## src/rtl/locker_pkg.sv

```systemverilog
// Shared state type and width helpers for the serial password locker.
package locker_pkg;

    typedef enum logic [2:0] {
        ST_IDLE    = 3'd0,
        ST_ENTRY   = 3'd1,
        ST_UNLOCK  = 3'd2,
        ST_ERROR   = 3'd3,
        ST_LOCKOUT = 3'd4,
        ST_PROGRAM = 3'd5
    } locker_state_t;

    function automatic int unsigned tries_width(input int unsigned max_tries);
        return (max_tries < 2) ? 1 : $clog2(max_tries + 1);
    endfunction

    function automatic int unsigned count_width(input int unsigned pwd_len);
        return (pwd_len < 2) ? 1 : $clog2(pwd_len + 1);
    endfunction

    function automatic int unsigned timer_width(input int unsigned cycles);
        return (cycles < 2) ? 1 : $clog2(cycles);
    endfunction

endpackage

```

## src/rtl/serial_pwd_shifter.sv

```systemverilog
// MSB-first serial capture register with a bit counter that wraps when a word completes.
module serial_pwd_shifter
    import locker_pkg::*;
#(
    parameter int unsigned PWD_LEN = 4
) (
    input  logic               clk,
    input  logic               rst_n,
    input  logic               i_clear,
    input  logic               i_shift,
    input  logic               i_bit,
    output logic [PWD_LEN-1:0] o_next_word,
    output logic               o_done
);

    localparam int unsigned CW = count_width(PWD_LEN);

    logic [PWD_LEN-1:0] r_word;
    logic [CW-1:0]      r_bit_cnt;
    logic               w_last;

    assign w_last      = (r_bit_cnt == CW'(PWD_LEN - 1));
    // Word as it will be after this shift, so the compare lands on the capturing edge.
    assign o_next_word = (r_word << 1) | PWD_LEN'(i_bit);
    assign o_done      = i_shift & w_last;

    always_ff @(posedge clk or negedge rst_n) begin
        if (!rst_n) begin
            r_word    <= '0;
            r_bit_cnt <= '0;
        end else if (i_clear) begin
            r_word    <= '0;
            r_bit_cnt <= '0;
        end else if (i_shift) begin
            r_word    <= o_next_word;
            r_bit_cnt <= w_last ? '0 : r_bit_cnt + CW'(1);
        end
    end

endmodule

```

## src/rtl/serial_locker_ctrl.sv

```systemverilog
// Serial password locker: entry/compare FSM, programmable password, retry count and timed lockout.
module serial_locker_ctrl
    import locker_pkg::*;
#(
    parameter int unsigned        PWD_LEN        = 4,
    parameter logic [PWD_LEN-1:0] DEFAULT_PWD    = 4'b1100,
    parameter int unsigned        MAX_TRIES      = 3,
    parameter int unsigned        LOCKOUT_CYCLES = 16
) (
    input  logic                              clk,
    input  logic                              rst_n,
    input  logic                              bit_valid,
    input  logic                              pwd_in,
    input  logic                              submit,
    input  logic                              prog_en,
    output logic                              locked,
    output logic                              unlocked,
    output logic                              error,
    output logic                              lockout,
    output logic                              prog_active,
    output logic [tries_width(MAX_TRIES)-1:0] tries_left
);

    localparam int unsigned TW = tries_width(MAX_TRIES);
    localparam int unsigned LW = timer_width(LOCKOUT_CYCLES);

    locker_state_t      r_state, w_state_nxt;
    logic [PWD_LEN-1:0] r_stored_pwd, w_pwd_nxt;
    logic [TW-1:0]      r_fail_cnt, w_fail_nxt, w_fail_inc;
    logic [LW-1:0]      r_timer, w_timer_nxt;
    logic               w_clear, w_shift, w_done;
    logic [PWD_LEN-1:0] w_next_word;

    serial_pwd_shifter #(
        .PWD_LEN (PWD_LEN)
    ) u_shifter (
        .clk         (clk),
        .rst_n       (rst_n),
        .i_clear     (w_clear),
        .i_shift     (w_shift),
        .i_bit       (pwd_in),
        .o_next_word (w_next_word),
        .o_done      (w_done)
    );

    assign w_fail_inc = (r_fail_cnt >= TW'(MAX_TRIES)) ? TW'(MAX_TRIES) : r_fail_cnt + TW'(1);

    always_ff @(posedge clk or negedge rst_n) begin
        if (!rst_n) begin
            r_state      <= ST_IDLE;
            r_stored_pwd <= DEFAULT_PWD;
            r_fail_cnt   <= '0;
            r_timer      <= '0;
        end else begin
            r_state      <= w_state_nxt;
            r_stored_pwd <= w_pwd_nxt;
            r_fail_cnt   <= w_fail_nxt;
            r_timer      <= w_timer_nxt;
        end
    end

    always_comb begin
        w_state_nxt = r_state;
        w_pwd_nxt   = r_stored_pwd;
        w_fail_nxt  = r_fail_cnt;
        w_timer_nxt = r_timer;
        w_clear     = 1'b0;
        w_shift     = 1'b0;
        case (r_state)
            ST_IDLE: begin
                if (bit_valid) begin
                    w_shift     = 1'b1;
                    w_state_nxt = ST_ENTRY;
                end
            end
            ST_ENTRY: begin
                if (submit) begin
                    w_clear     = 1'b1;
                    w_state_nxt = ST_IDLE;
                end else if (bit_valid) begin
                    w_shift = 1'b1;
                    if (w_done) begin
                        if (w_next_word == r_stored_pwd) begin
                            w_state_nxt = ST_UNLOCK;
                            w_fail_nxt  = '0;
                        end else begin
                            w_fail_nxt = w_fail_inc;
                            if (w_fail_inc == TW'(MAX_TRIES)) begin
                                w_state_nxt = ST_LOCKOUT;
                                w_timer_nxt = LW'(LOCKOUT_CYCLES - 1);
                            end else begin
                                w_state_nxt = ST_ERROR;
                            end
                        end
                    end
                end
            end
            ST_UNLOCK: begin
                if (submit) begin
                    w_clear     = 1'b1;
                    w_state_nxt = ST_IDLE;
                end else if (prog_en) begin
                    w_clear     = 1'b1;
                    w_state_nxt = ST_PROGRAM;
                end
            end
            ST_PROGRAM: begin
                if (submit) begin
                    w_clear     = 1'b1;
                    w_state_nxt = ST_UNLOCK;
                end else if (bit_valid) begin
                    w_shift = 1'b1;
                    if (w_done) begin
                        w_pwd_nxt   = w_next_word;
                        w_state_nxt = ST_UNLOCK;
                    end
                end
            end
            ST_ERROR: begin
                if (submit) begin
                    w_clear     = 1'b1;
                    w_state_nxt = ST_IDLE;
                end
            end
            ST_LOCKOUT: begin
                if (r_timer == '0) begin
                    w_state_nxt = ST_IDLE;
                    w_fail_nxt  = '0;
                end else begin
                    w_timer_nxt = r_timer - LW'(1);
                end
            end
            default: begin
                w_clear     = 1'b1;
                w_state_nxt = ST_IDLE;
            end
        endcase
    end

    assign locked      = (r_state != ST_UNLOCK) && (r_state != ST_PROGRAM);
    assign unlocked    = (r_state == ST_UNLOCK) || (r_state == ST_PROGRAM);
    assign error       = (r_state == ST_ERROR);
    assign lockout     = (r_state == ST_LOCKOUT);
    assign prog_active = (r_state == ST_PROGRAM);
    assign tries_left  = TW'(MAX_TRIES) - r_fail_cnt;

endmodule

```

## config.mk

```make
export PLATFORM = sky130hd
export DESIGN_NAME = serial_locker_ctrl
export DESIGN_NICKNAME = d
export VERILOG_FILES = /design/src/rtl/locker_pkg.sv /design/src/rtl/serial_pwd_shifter.sv /design/src/rtl/serial_locker_ctrl.sv
export SDC_FILE = /design/constraint.sdc
export NUM_CORES = 1
export LEC_CHECK = 0
export ABC_AREA = 0
export CAP_MARGIN = 10
export CORE_UTILIZATION = 30
export DETAILED_ROUTE_END_ITERATION = 8
export GPL_TIMING_DRIVEN = 0
export HOLD_SLACK_MARGIN = 0.08
export RECOVER_POWER = 50
export SLEW_MARGIN = 20
export SYNTH_ARGS = -nofsm -noshare
export SYNTH_HDL_FRONTEND = slang
export SYNTH_SLANG_ARGS = --single-unit
```

## constraint.sdc

```tcl
create_clock -name clk -period 5.1 [get_ports clk]
set_clock_uncertainty 0.05 [all_clocks]
set_input_delay 0.765 -clock clk [delete_from_list [all_inputs] [get_ports clk]]
set_output_delay 0.765 -clock clk [all_outputs]
set_load 0.01 [all_outputs]
```

* After elaboration in Yosys (flattened, before gate mapping) *
Index checks and enable logic that the tools add are counted.

cells by class
  divide/modulo/power cells = 0
  multiplexer cells = 40
  bitwise logic cells = 3
  reductions and logical operators = 13
  $add $sub $neg = 4
  shift operators = 0
  eq/ne operators = 24
  order comparisons = 1
  multiply operators = 0

operator list
  kind                                                                   count
  3-bit two-way mux                                                      18
  4-bit two-way mux                                                      6
  3-bit one-hot mux with 6 select lines                                  1
  2-bit != test, second input constant                                   7
  2-bit two-way mux                                                      6
  3-bit != test, second input constant                                   4
  3-bit by 2-bit equality test with 1-bit output, second input constant  3
  3-bit by 2-bit != test with 1-bit output, second input constant        3
  4-bit one-hot mux with 2 select lines                                  1
  8-bit AND reduction                                                    1
  7-bit AND reduction                                                    1
  3-bit equality test, second input constant                             2
  1-bit two-way mux                                                      5
  5-bit AND reduction                                                    1
  4-bit equality test                                                    1
  4-bit logical NOT                                                      1
  2-bit by 1-bit != test with 1-bit output, second input constant        2
  4-bit by 1-bit OR with 4-bit output                                    1
  2-bit one-hot mux with 2 select lines                                  1
  4-bit AND reduction                                                    1
  2-bit nonzero test                                                     2
  2-bit OR reduction                                                     2
  4-bit by 1-bit subtractor with 4-bit output, second input constant     1
  3-bit by 1-bit adder with 3-bit output, second input constant          1
  other kinds (13)                                                       13

storage, ports and cells
  memory bits (read-only) = 0
  memories = 0
  logic and storage cells = 91
  latch bits = 0
  flip-flop bits (word level) = 19
  output and inout port bits = 7
  bits in writable memories = 0

* Depth between registers and ports, before layout *
  depth after elaboration = 9
  depth in mapped cells = 7

* Hierarchy *
Synthesis repeated with hierarchy kept, for this count alone.

second synthesis, totals
  cell total of the unflattened synthesis = 122
  area total of the unflattened synthesis = 1191.1 sq um

modules (own cells, without submodules)
  module              area an instance (sq um)  times used  seq. area each (sq um)  cells each
  serial_locker_ctrl  903.4                     1           327.8                   97
  serial_pwd_shifter  287.8                     1           150.1                   25

* Least setup slack after synthesis *
Ideal clock, no wire load.

  path type = input to register
  start = input port submit
  end = register r_timer[3]
  required time = 4.958 ns
  arrival time = 1.869 ns
  path buffers = 1
  setup time = 0.092 ns
  stages = 5
  path slack = 3.090 ns
  cells stage by stage = buf_6 > or4b_1 > o22ai_2 > o311ai_2 > o31ai_2

on the way
  longest elaborated chain between the ends = 5

ends and longest elaborated chain
  item                                                       line                       RTL
  start, declared                                            serial_locker_ctrl.sv:14   input logic submit,
  1-bit two-way mux                                          serial_locker_ctrl.sv:108  if (submit) begin
  1-bit one-hot mux with 2 select lines                      serial_locker_ctrl.sv:69   case (r_state)
  1-bit AND                                                  serial_pwd_shifter.sv:25   assign o_done = i_shift & w_last;
  2-bit by 1-bit != test with 1-bit output (no source line)  n/a
  7-bit AND reduction (no source line) *                     n/a
  end signal, assigned                                       serial_locker_ctrl.sv:58   r_timer <= w_timer_nxt;
  end, declared                                              serial_locker_ctrl.sv:30   logic [LW-1:0] r_timer, w_timer_nxt;

Mark *: on every way between the ends. The rest lies on a longest branch, timed or not.
A chain may end at the register's enable or synchronous reset.

* Final worst setup path *
  start = register r_state[0]
  end = output port locked

on the way
  longest elaborated chain between the ends = 2

ends and longest elaborated chain
  item                                                                       line                       RTL
  start, declared                                                            serial_locker_ctrl.sv:27   locker_state_t r_state, w_state_nxt;
  start signal, assigned                                                     serial_locker_ctrl.sv:55   r_state <= w_state_nxt;
  3-bit by 2-bit != test with 1-bit output or 3-bit != test (tied branches)  serial_locker_ctrl.sv:140  assign locked = (r_state != ST_UNLOCK) && (r_state != ST_PROGRAM);
  1-bit logical AND *                                                        serial_locker_ctrl.sv:140
  end, declared                                                              serial_locker_ctrl.sv:16   output logic locked,

Marked as above.

==> results.sh <==
export IMPL_status="finished, final reports clean"
export IMPL_yosys_register_bits=19
export IMPL_port_buffers=12
export IMPL_syn_nets=137
export IMPL_insertedDiodeCount=0
export IMPL_drive_gt1_frac=0.131
export IMPL_slew_violations=0
export IMPL_cp_start_kind="flip-flop"
export IMPL_core_mm2=0.00372
export IMPL_slew_headroom=0.404
export IMPL_synth_distinct_cells=41
export IMPL_syn_inst=129
export IMPL_die_area_mm2=0.00421
export IMPL_drc=0
export IMPL_arrival_ns=1.98
export IMPL_power_density_mw_per_mm2=469
export IMPL_drv_cap=0
export IMPL_worstSetupEndpointType="output port"
export IMPL_io_pins=13
export IMPL_finalSetupViolCount=0
export IMPL_layout_commonest_cell="dfrtp_1"
export IMPL_gr_total_overflow=0
export IMPL_die_h_um=64.9
export IMPL_cpMaxStageDelayCell="clkdlybuf4s50_1"
export IMPL_tightest_slew_ns=0.891
export IMPL_grtUsageTotal=0.124
export IMPL_start_util=0.320
export IMPL_post_cts_buffers=0
export IMPL_hold_path_class="reg2reg"
export IMPL_fin_area_mm2=0.00141
export IMPL_nets=154
export IMPL_hpwl_mm=1.76
export IMPL_seq_area_frac_synth=0.403
export IMPL_hold_viol=0
export IMPL_gp_congestion=0.881
export IMPL_cp_max_fo=10
export IMPL_path_clk_slew_ns=0.07
export IMPL_period_share=0.549
export IMPL_irDropWorstVdd_mv=0.226
export IMPL_hold_buffers=0
export IMPL_slowest_delay_ns=0.52
export IMPL_grt_max_degree=20
export IMPL_layout_common_cells="dfrtp_1, nor2_1, nand2_1, clkdlybuf4s50_1, inv_1"
export IMPL_p_int_w=0.000399
export IMPL_tns_ns=0
export IMPL_routed_wl_mm=2.39
export IMPL_cp_required_ns=4.28
export IMPL_clockPowerShare=0.156
export IMPL_firstDrtPassIters=4
export IMPL_multi_input_area_um2=624
export IMPL_die_w_um=64.9
export IMPL_switching_share=0.397
export IMPL_grt_pass1_wl_mm=4.06
export IMPL_area_delta_synth_final_pct=19.0
export IMPL_vias_per_cell=5.09
export IMPL_seqPwrFrac=0.352
export IMPL_post_synth_cell_area_avg_um2=9.20
export IMPL_rsz0062_at_grt="false"
export IMPL_yosysWarningCount=0
export IMPL_drtIter0Drc=26
export IMPL_vias=983
export IMPL_power_leakage_nw=0.610
export IMPL_crit_chain="buf_6 -> clkbuf_1 -> nor2b_1 -> a21o_1 -> inv_1 -> clkdlybuf4s50_1"
export IMPL_max_freq_mhz=357
export IMPL_antenna_found_initial=0
export IMPL_combPwrFrac=0.492
export IMPL_period_needed_ns=2.80
export IMPL_cts_sinks=19
export IMPL_path_class="reg2out"
export IMPL_numCtsBuffers=3
export IMPL_clock_latency_ns=0.25
export IMPL_clockBufferDepth=2
export IMPL_cts_resized=0
export IMPL_cts_htree_levels=1
export IMPL_p_switching_w=0.000263
export IMPL_register_area_um2=478
export IMPL_place_area_mm2=0.00137
export IMPL_detail_route_wl_per_cell_um=12.4
export IMPL_ant_nets=0
export IMPL_num_rows=22
export IMPL_fill_cells=385
export IMPL_grt_pass1_vias=867
export IMPL_cts_root_buf="clkbuf_8"
export IMPL_cts_tree="yes"
export IMPL_syn_cell_area_mm2=0.00119
## sequential cells by signal (all words and copies together), names as in the netlist
signal and count:
r_state 3, r_fail_cnt 2, u_shifter.r_bit_cnt 3, u_shifter.r_word 3, r_timer 4, r_stored_pwd 4
## through the flow
stage	std cells	hold WS [ns]	util	worst slack, ns	power, W
floorplan	129	0.418	-	3.09	0.000456
global placement	189	0.441	0.368	2.54	0.000552
detailed placement	189	0.447	0.368	2.51	0.000560
CTS	193	0.455	0.380	2.32	0.000669
global route	193	0.470	0.380	2.20	0.000717
finish	193	0.450	0.380	2.30	0.000662
## power groups by stage
| stage | clock network [W] | logic [W] | registers, W |
|---|---|---|---|
| final | 0.000103 | 0.000326 | 0.000233 |
| after detailed placement | 0 | 0.000325 | 0.000235 |
| after floorplan | 0 | 0.000232 | 0.000224 |
| after CTS | 0.000110 | 0.000328 | 0.000232 |
| after global placement | 0 | 0.000319 | 0.000233 |
| after global routing | 0.000116 | 0.000362 | 0.000239 |
## logic make-up after synthesis
logic type | count (synthesis) | share of synthesized area
muxes | 8 | 0.0717
and+or+nand+nor | 51 | 0.234
xor gates and xnor gates | 4 | 0.0295
adders and majority gates | 2 | 0.0211
DFF | 19 | 0.403
AOI/OAI and AO/OA | 29 | 0.170
buffers and inverters | 16 | 0.0717
## worst max-delay path, delay by kind of cell, from the launching register on
| family | cells | cell delay (ns) |
|---|---|---|
| buffers and inverters | 4 | 1.04 |
| DFF | 1 | 0.35 |
| AOI/OAI and AO/OA | 1 | 0.22 |
| and+or+nand+nor | 1 | 0.12 |
## final timing paths
check,startpoint,end,slack (ns),cells after the start
hold reg to reg,r_timer[3]$_DFFE_PN0P_,r_timer[3]$_DFFE_PN0P_,0.45,1
setup reg to reg,r_timer[0]$_DFFE_PN0P_,r_fail_cnt[0]$_DFFE_PN0P_,3.12,6
hold / removal,r_timer[3]$_DFFE_PN0P_,r_timer[3]$_DFFE_PN0P_,0.45,1
max in group asynchronous,rst_n,u_shifter.r_word[1]$_DFFE_PN0P_,3.43,1
setup / recovery,r_state[0]$_DFFE_PN0P_,locked,2.30,6
min in group asynchronous,rst_n,r_state[0]$_DFFE_PN0P_,1.03,1
## area by class of cell
class / instances / area share
multi-input cells: 94 / 0.442
flip-flops and latches: 19 / 0.338
repair buffers: 12 / 0.0850
well taps: 48 / 0.0425
plain buffers: 7 / 0.0354
clock buffers: 3 / 0.0292
inverters: 9 / 0.0239
clock inverters: 1 / 0.00354
## layer usage
metal | vias to the layer above | part of all wire | GRT usage
li1 | 486 | - | -
met1 | 470 | 0.47 | 0.171
met2 | 25 | 0.48 | 0.194
met3 | 2 | 0.047 | 0.0335
met4 | 0 | 0.0029 | 0.0250
met5 | - | 0 | 0
## synthesized netlist by cell type
| master | n | share of area |
|---|---|---|
| a22oi_1 | 1 | 0.0063 |
| nand4_1 | 1 | 0.0053 |
| o211ai_1 | 3 | 0.019 |
| mux2i_1 | 4 | 0.034 |
| and3_1 | 1 | 0.0053 |
| buf_6 | 3 | 0.028 |
| clkbuf_1 | 2 | 0.0063 |
| o311ai_2 | 1 | 0.014 |
| nand4bb_1 | 1 | 0.0095 |
| o22ai_2 | 1 | 0.011 |
| dfrtp_1 | 17 | 0.36 |
| nand2_1 | 12 | 0.038 |
| nor3_1 | 3 | 0.013 |
| or3b_1 | 1 | 0.0074 |
| a211oi_1 | 1 | 0.0063 |
| nor3b_1 | 2 | 0.013 |
| mux2_2 | 4 | 0.038 |
| nor4_1 | 2 | 0.011 |
| buf_2 | 2 | 0.0084 |
| dfstp_2 | 2 | 0.044 |
| nand2b_1 | 2 | 0.011 |
| or3_1 | 1 | 0.0053 |
| or3b_2 | 1 | 0.0074 |
| and3b_1 | 1 | 0.0074 |
| nand3_1 | 2 | 0.0084 |
| inv_1 | 9 | 0.028 |
| a21oi_1 | 5 | 0.021 |
| a2bb2oi_1 | 2 | 0.015 |
| o21a_1 | 1 | 0.0063 |
| a21o_1 | 1 | 0.0063 |
| o31ai_2 | 1 | 0.011 |
| nor2b_1 | 4 | 0.021 |
| or4b_1 | 1 | 0.0084 |
| or2_2 | 1 | 0.0053 |
| a31oi_1 | 4 | 0.021 |
| nand4b_1 | 2 | 0.015 |
| ha_1 | 2 | 0.021 |
| nor2_1 | 12 | 0.038 |
| xnor2_1 | 4 | 0.030 |
| nand3b_1 | 1 | 0.0063 |
| o21ai_0 | 8 | 0.034 |
No activity file was read; power rests on OpenSTA's default activity.
